$ cat src/rtl/grom_bus_pkg.sv
// Shared definitions for the grom8 two-master bus arbiter.
// Holds the default widths, the owner encodings and the lock counter width.
package grom_bus_pkg;

    localparam int DEF_ADDR_W   = 12;
    localparam int DEF_DATA_W   = 8;
    localparam int DEF_MAX_LOCK = 15;

    // Wide enough for the largest allowed MAX_LOCK (255)
    localparam int LOCK_CNT_W = 8;

    typedef enum logic [1:0] {
        OWN_IDLE = 2'd0,
        OWN_M0   = 2'd1,
        OWN_M1   = 2'd2
    } owner_t;

    function automatic owner_t owner_of(input logic master);
        return master ? OWN_M1 : OWN_M0;
    endfunction

endpackage

$ cat src/rtl/grom_arb_pick.sv
// Combinational winner selection for the two-master bus arbiter.
// Applies the lock hold, then round-robin, and computes the next lock count.
module grom_arb_pick
    import grom_bus_pkg::*;
#(
    parameter int MAX_LOCK = DEF_MAX_LOCK
) (
    input  logic [1:0]            elig,
    input  logic [1:0]            req,
    input  logic [1:0]            lock,
    input  logic                  last,
    input  logic [LOCK_CNT_W-1:0] lock_cnt,
    output logic                  grant,
    output logic                  winner,
    output logic [LOCK_CNT_W-1:0] lock_cnt_next
);

    localparam logic [LOCK_CNT_W-1:0] LIMIT = LOCK_CNT_W'(MAX_LOCK);

    logic hold;

    always_comb begin
        hold          = lock[last] & req[last] & (lock_cnt < LIMIT);
        grant         = 1'b0;
        winner        = last;
        lock_cnt_next = lock_cnt;

        // During a hold the other master waits even while the holder sits out its gap cycle
        if (hold) begin
            grant  = elig[last];
            winner = last;
        end else if (elig[0] && elig[1]) begin
            grant  = 1'b1;
            winner = ~last;
        end else if (elig[0]) begin
            grant  = 1'b1;
            winner = 1'b0;
        end else if (elig[1]) begin
            grant  = 1'b1;
            winner = 1'b1;
        end

        if (grant) begin
            if (!lock[winner]) begin
                lock_cnt_next = '0;
            end else if (winner != last) begin
                lock_cnt_next = LOCK_CNT_W'(1);
            end else if (lock_cnt < LIMIT) begin
                lock_cnt_next = lock_cnt + 1'b1;
            end else begin
                lock_cnt_next = lock_cnt;
            end
        end else if (!lock[last]) begin
            lock_cnt_next = '0;
        end
    end

endmodule

$ cat src/rtl/grom_bus_arbiter.sv
// Two-master arbiter for the grom8 12-bit memory/IO bus.
// Registers one granted access per cycle onto the bus and flags read data one cycle later.
module grom_bus_arbiter
    import grom_bus_pkg::*;
#(
    parameter int ADDR_W   = DEF_ADDR_W,
    parameter int DATA_W   = DEF_DATA_W,
    parameter int MAX_LOCK = DEF_MAX_LOCK
) (
    input  logic              clk,
    input  logic              reset,

    input  logic              m0_req,
    input  logic              m0_lock,
    input  logic [ADDR_W-1:0] m0_addr,
    input  logic [DATA_W-1:0] m0_wdata,
    input  logic              m0_we,
    input  logic              m0_ioreq,
    output logic              m0_gnt,
    output logic              m0_rvalid,
    output logic [DATA_W-1:0] m0_rdata,

    input  logic              m1_req,
    input  logic              m1_lock,
    input  logic [ADDR_W-1:0] m1_addr,
    input  logic [DATA_W-1:0] m1_wdata,
    input  logic              m1_we,
    input  logic              m1_ioreq,
    output logic              m1_gnt,
    output logic              m1_rvalid,
    output logic [DATA_W-1:0] m1_rdata,

    output logic [ADDR_W-1:0] addr,
    output logic [DATA_W-1:0] data_out,
    output logic              we,
    output logic              ioreq,
    input  logic [DATA_W-1:0] data_in,
    output logic [1:0]        owner
);

    owner_t                owner_q, owner_d;
    logic                  last_q, last_d;
    logic [LOCK_CNT_W-1:0] lock_cnt_q, lock_cnt_d;
    logic [ADDR_W-1:0]     addr_d;
    logic [DATA_W-1:0]     data_d;
    logic                  we_d, ioreq_d;
    logic [1:0]            rvalid_p2, rvalid_d;

    logic [1:0]            elig;
    logic                  grant, winner;

    assign elig = {m1_req & ~m1_gnt, m0_req & ~m0_gnt};

    grom_arb_pick #(
        .MAX_LOCK (MAX_LOCK)
    ) u_pick (
        .elig          (elig),
        .req           ({m1_req, m0_req}),
        .lock          ({m1_lock, m0_lock}),
        .last          (last_q),
        .lock_cnt      (lock_cnt_q),
        .grant         (grant),
        .winner        (winner),
        .lock_cnt_next (lock_cnt_d)
    );

    // Issue stage: the selected master's fields become the bus cycle
    always_comb begin
        owner_d  = OWN_IDLE;
        last_d   = last_q;
        addr_d   = addr;
        data_d   = data_out;
        we_d     = 1'b0;
        ioreq_d  = 1'b0;
        rvalid_d = {m1_gnt & ~we, m0_gnt & ~we};

        if (grant) begin
            owner_d = owner_of(winner);
            last_d  = winner;
            if (winner) begin
                addr_d  = m1_addr;
                data_d  = m1_wdata;
                we_d    = m1_we;
                ioreq_d = m1_ioreq;
            end else begin
                addr_d  = m0_addr;
                data_d  = m0_wdata;
                we_d    = m0_we;
                ioreq_d = m0_ioreq;
            end
        end
    end

    // Bus stage and read-return stage
    always_ff @(posedge clk or negedge reset) begin
        if (!reset) begin
            owner_q    <= OWN_IDLE;
            last_q     <= 1'b1;
            lock_cnt_q <= '0;
            addr       <= '0;
            data_out   <= '0;
            we         <= 1'b0;
            ioreq      <= 1'b0;
            rvalid_p2  <= 2'b00;
        end else begin
            owner_q    <= owner_d;
            last_q     <= last_d;
            lock_cnt_q <= lock_cnt_d;
            addr       <= addr_d;
            data_out   <= data_d;
            we         <= we_d;
            ioreq      <= ioreq_d;
            rvalid_p2  <= rvalid_d;
        end
    end

    always_comb begin
        owner     = owner_q;
        m0_gnt    = (owner_q == OWN_M0);
        m1_gnt    = (owner_q == OWN_M1);
        m0_rvalid = rvalid_p2[0];
        m1_rvalid = rvalid_p2[1];
        m0_rdata  = data_in;
        m1_rdata  = data_in;
    end

endmodule

$ cat config.mk
export PLATFORM = sky130hd
export DESIGN_NAME = grom_bus_arbiter
export DESIGN_NICKNAME = d
export VERILOG_FILES = /design/src/rtl/grom_bus_pkg.sv /design/src/rtl/grom_arb_pick.sv /design/src/rtl/grom_bus_arbiter.sv
export SDC_FILE = /design/constraint.sdc
export NUM_CORES = 1
export LEC_CHECK = 0
export BUFFER_PORTS_ARGS = -buffer_cell sky130_fd_sc_hd__buf_2
export CORE_AREA = 4 4 84 86
export CTS_CLUSTER_SIZE = 40
export DETAILED_ROUTE_END_ITERATION = 16
export DIE_AREA = 0 0 88 90
export PLACE_DENSITY = 0.52
export SLEW_MARGIN = 20
export SYNTH_ARGS = -nofsm -noshare
export SYNTH_HDL_FRONTEND = slang
export SYNTH_SLANG_ARGS = --single-unit
export TNS_END_PERCENT = 5
$ cat constraint.sdc
create_clock -name clk -period 3.1 [get_ports clk]
set_input_delay 0.93 -clock clk [delete_from_list [all_inputs] [get_ports clk]]
set_output_delay 0.93 -clock clk [all_outputs]
set_load 0.02 [all_outputs]
# Word-level counts from Yosys, hierarchy flattened

Index checks and enable logic that the tools add are counted.

$add $sub $neg: 1
Magnitude comparators: 3
Equality and inequality tests: 5
Multiplexer cells: 29
Bitwise gates (word level): 10
Reduce and logical (&&, ||, !) cells: 2

Operators with widths:

| cell                                                       | number |
|---|---|
| 2-to-1 mux 8 bit                                           | 6 |
| 2-to-1 mux 1 bit                                           | 20 |
| 2-to-1 mux 12 bit                                          | 1 |
| adder 8 x 1 -> 8 bit, second input constant                | 1 |
| less-than comparator 8 x 4 -> 1 bit, second input constant | 1 |
| bitwise AND 1 bit                                          | 6 |
| less-than comparator 1 x 2 -> 1 bit, second input constant | 2 |
| 2-to-1 mux 2 bit                                           | 2 |
| != test 4 bit, second input constant                       | 1 |
| inverter 1 bit                                             | 4 |
| equality test 2 x 1 -> 1 bit, second input constant        | 1 |
| equality test 2 bit, second input constant                 | 1 |
| != test 2 bit, second input constant                       | 1 |
| AND reduction 2 bit                                        | 1 |
| logical AND 1 bit                                          | 1 |
| != test 1 bit                                              | 1 |

Register bits after elaboration: 35
Output and inout port bits: 44
Logic and storage cells: 58

# Logic depth before layout (Yosys ltp)

Depth after elaboration: 11
Mapped depth: 9
Depth with buffers taken out: 7

# By module

From an unflattened synthesis, not the netlist that was laid out.

Cells, all modules: 197
Area total of the unflattened synthesis: 1,980.6 µm²

By module, submodules not included:

| module           | instances | cells each | area each (µm²) | seq. area each (µm²) |
|---|---|---|---|---|
| grom_bus_arbiter | 1         | 134        | 1,544.0         | 877.1 |
| grom_arb_pick    | 1         | 63         | 436.7           | 0.0 |

# Least setup slack after synthesis

Ideal clock, no wire load.

Path type: input to register
From: input port m1_req
To: register lock_cnt_q[2]
Setup time: 0.064 ns
Arrival time: 2.194 ns
Path slack: 0.843 ns
Stages: 7
Buffers on the path: 1
Path through: nand3_1 o22ai_1 a211oi_2 o221ai_1 buf_2 nor4b_2 a21o_1

Word-level cells in the longest chain between the ends: 9
Elaborated cells on any way between the ends: 25

RTL lines:

| item                                                                              | line                                        | source |
|---|---|---|
| start, declared                                                                   | grom_bus_arbiter.sv:23                      | `input logic m1_req,` |
| bitwise AND 1 bit / 2-to-1 mux 1 bit (equally long branches)                      | grom_bus_arbiter.sv:52, grom_arb_pick.sv:23 |  |
| 2-to-1 mux 1 bit (on tied branches)                                               | grom_arb_pick.sv:38, grom_arb_pick.sv:23    |  |
| 2-to-1 mux 1 bit / bitwise AND 1 bit (equally long branches)                      | grom_arb_pick.sv:35, grom_arb_pick.sv:23    |  |
| 2-to-1 mux 1 bit / bitwise AND 1 bit (equally long branches)                      | grom_arb_pick.sv:32, grom_arb_pick.sv:23    |  |
| 2-to-1 mux 1 bit                                                                  | grom_arb_pick.sv:29                         | `if (hold) begin` |
| 2-to-1 mux 1 bit (not written as such) / != test 1 bit (equally long branches)    | grom_arb_pick.sv:44, grom_arb_pick.sv:46    |  |
| 2-to-1 mux 1 bit (not written as such) / 2-to-1 mux 8 bit (equally long branches) | grom_arb_pick.sv:44, grom_arb_pick.sv:46    |  |
| != test 4 bit (no source line) / 2-to-1 mux 8 bit (equally long branches)         | n/a                                         |  |
| AND reduction 2 bit (no source line) / 2-to-1 mux 8 bit (equally long branches)   | n/a                                         |  |
| end signal, assigned                                                              | grom_bus_arbiter.sv:108                     | `lock_cnt_q <= lock_cnt_d;` |
| end, declared                                                                     | grom_bus_arbiter.sv:43                      | `logic [LOCK_CNT_W-1:0] lock_cnt_q, lock_cnt_d;` |

Parallel ways exist; a longest one is shown, timed or not. The select of a mux whose other input is x is not followed.
A chain may end at the register's enable or synchronous reset.

# Final worst setup path

From: register lock_cnt_q[0]
To: register addr[4]

Word-level cells in the longest chain between the ends: 4
Elaborated cells on any way between the ends: 5

RTL lines:

| item                                    | line                    | source |
|---|---|---|
| less-than comparator 8 x 4 -> 1 bit (*) | grom_arb_pick.sv:23     | `hold = lock[last] & req[last] & (lock_cnt < LIMIT);` |
| bitwise AND 1 bit (*)                   | grom_arb_pick.sv:23     |  |
| 2-to-1 mux 1 bit                        | grom_arb_pick.sv:29     |  |
| 2-to-1 mux 12 bit                       | grom_bus_arbiter.sv:80  | `if (winner) begin` |
| end signal, assigned                    | grom_bus_arbiter.sv:109 | `addr <= addr_d;` |
| end, declared                           | grom_bus_arbiter.sv:33  | `output logic [ADDR_W-1:0] addr,` |

Every way passes the cells marked *; elsewhere a longest branch is shown, timed or not.

==> reports/metrics.cfg <==
[outcome]
status=complete, no violations

[synthesis]
synth_nets=242
yosys.area.top_type_share_pct=46.29
syn_inst=183
synthFlopType=dfrtp_1
synth.distinct_cells=34
ys_warn_count=0
synthTopCellsByArea=dfrtp_1, mux2i_1, buf_4
synth_enable_flop_cells=0
synth_top_cell_by_area=dfrtp_1
avgSynthCellArea_sq_um=10.04
synth-seq-cells=35
synthArstFlopShare_pct=100.0
seq_area_frac_synth_pct=47.72
synthesis.area_sq_um=1838

[sta]
drv_slew=0
relSlewSlack_pct=46.54
period_share_pct=74.68
setup_viol=0
fin_crit_ps=2315
rsz0062_at_grt=no
max_freq_mhz=432.0
tns_ps=0
fin_skew_ps=8.500
hold_violations=0
worst_pin_slew_ps=801.9

[power_and_ir_drop]
peakVddDrop_mv=0.3564
pwr-share-clk_pct=18.9
powerDensity_nw_per_um2=978.4
p_sw_uw=927.3
finalPower_uw=2251
p_int_uw=1324
pwr-share-comb_pct=48.0
p_leak_uw=0.001165
p_seq_share_pct=33.1
sw_frac_of_total_pct=41.19

[global_route]
gr-max-usage-layer=met2
antenna_found_initial=0
grt_pass1_wl_mm=7.272
grt_pass1_vias=1606
met3_usage_pct=4.662
groute.usage.overall_pct=11.43
grt_max_degree=43
use_met1_pct=14.25
grt-ovfl-total=0
use_met2_pct=17.90

[clock_tree]
cts-resized-gates=0
clk_pin_slew_ps=70
clk_latency_ps=280
post-cts-setup-buffers=0
clock_path_buffers=2
ctsHoldBuffers=0
cts.sinks=35
cts_root_buf=clkbuf_8
cts_tree=built
h-tree-depth=2
cts_buffers=5

[placed_design]
portBuffers=77
placed_area_sq_um=2183
gp_congestion=0.8396
hpwl_mm=3.051

[floorplan]
coreArea_sq_um=6277
ios=102
die_h_um=90
die_area_sq_um=7920
row_count=29
die_w_um=88
initial_core_util_pct=29.28

[critical_path]
timing.critical_path.arrival_ps=2470
startpoint_type=register
path_max_fanout=21
cp.required_ps=3260
endpoint_kind=register
r2r-start=lock_cnt_q[0]
rrSetupSlack_ps=790
crit_type=reg2reg
setup.worst_path.start=lock_cnt_q[0]

[drt]
ant_nets=0
vias=1464
routed_via_density=4.533
drc=0
dr.pass1.iters=4
drt_iter0_drc=41
wl_per_cell_um=12.87
drt-total-wl_mm=4.156

[worst_hold_path]
hp-start=we
hold_class=reg2reg

[final_layout]
final_util_pct=36.66
area_growth_pct=25.19
final_area_sq_um=2301
n_antenna_cell=0
drive_gt1_share_pct=38.21
nNetsFinal=304

[run]
maxCapViolations=0

## critical path, stage by stage (launching register included)
cell and delay, ps:
dfrtp_1 420, ha_1 200, and3_1 300, nor2_2 90
a311oi_1 280, a211o_1 350, buf_12 240, mux2i_1 230
a21oi_1 80
## placed cells by master (no fill, tap or decap), drive strengths merged
cell type	Yosys	layout
o221ai	2	2
nand3b	1	1
a21o	1	1
nand3	3	3
bufinv	0	1
o21bai	2	2
a211oi	2	2
nor2	29	29
o22ai	3	3
o32a	1	1
a21oi	23	23
nor3	1	1
and3	1	1
and2	6	6
a31oi	1	1
inv	4	4
nor4b	1	1
clkbuf	4	6
dfrtp	34	34
a211o	1	1
o31ai	1	1
a311oi	1	1
mux2i	23	23
dfstp	1	1
nand2b	4	4
buf	21	80
ha	1	1
or4	1	1
o21ai	4	4
nand2	6	6
clkinv	0	1
## cell usage after synthesis (3+ instances only)
master and number:
buf_4 16, mux2i_1 23, nor2_1 28, clkbuf_1 4, o21ai_0 3, nand3_1 3, nand2_1 6, dfrtp_1 34
buf_6 3, a21oi_1 23, nand2b_1 4, o22ai_1 3, inv_1 4, and2_1 6
## flip-flops by register name, indices dropped and copies added (netlist names)
| name | flops |
|---|---|
| rvalid_p2 | 2 |
| lock_cnt_q | 8 |
| ioreq | 1 |
| owner | 2 |
| addr | 12 |
| data_out | 8 |
| last_q | 1 |
| we | 1 |
## power groups by stage
stage	logic, uW	clock network, uW	registers [uW]
finish	1080	425	746
global route	1210	470	776
CTS	1100	446	748
detailed placement	1110	0	750
global placement	1090	0	758
floorplan	617	0	940
## final timing paths
path,end,depth (start not counted)
max in group asynchronous,data_out[7],1
min,rvalid_p2[1],1
max reg2reg,addr[4],8
min in group asynchronous,addr[8],1
max,addr[4],8
min reg2reg,rvalid_p2[1],1
## final cells by class
class	instances	area, sq um
flip-flops and latches	35	877.1
clock buffers	6	82.58
fillers	643	3976
well taps	77	96.34
clock inverters	2	35.03
multi-input cells	119	774.5
repair buffers	80	420.4
inverters	4	15.01
## metrics by stage
step	setup WS, ps	hold slack [ps]	instances
6_report	785.0	460.1	323
5_1_grt	604.8	493.2	323
4_1_cts	760.6	467.3	323
3_5_place_dp	563.2	459.5	315
3_3_place_gp	594.8	449.8	315
2_1_floorplan	842.6	454.5	183
## metal layers
layer,routed length [um],share of wire (%)
met1,1792,43
met2,1912,46
met3,397,9.6
met4,53,1.3
met5,0,0
## cell families (layout without fill, tap and decap cells)
family | count (synthesis) | count (layout) | synth area share [%]
compound gates | 42 | 42 | 14.57
flops | 35 | 35 | 47.72
mux | 23 | 23 | 12.53
buf+inv | 29 | 92 | 10.55
fa+ha+maj | 1 | 1 | 0.6806
simple gates | 53 | 53 | 13.95
Note: power is estimated with default switching activity, not from simulation.
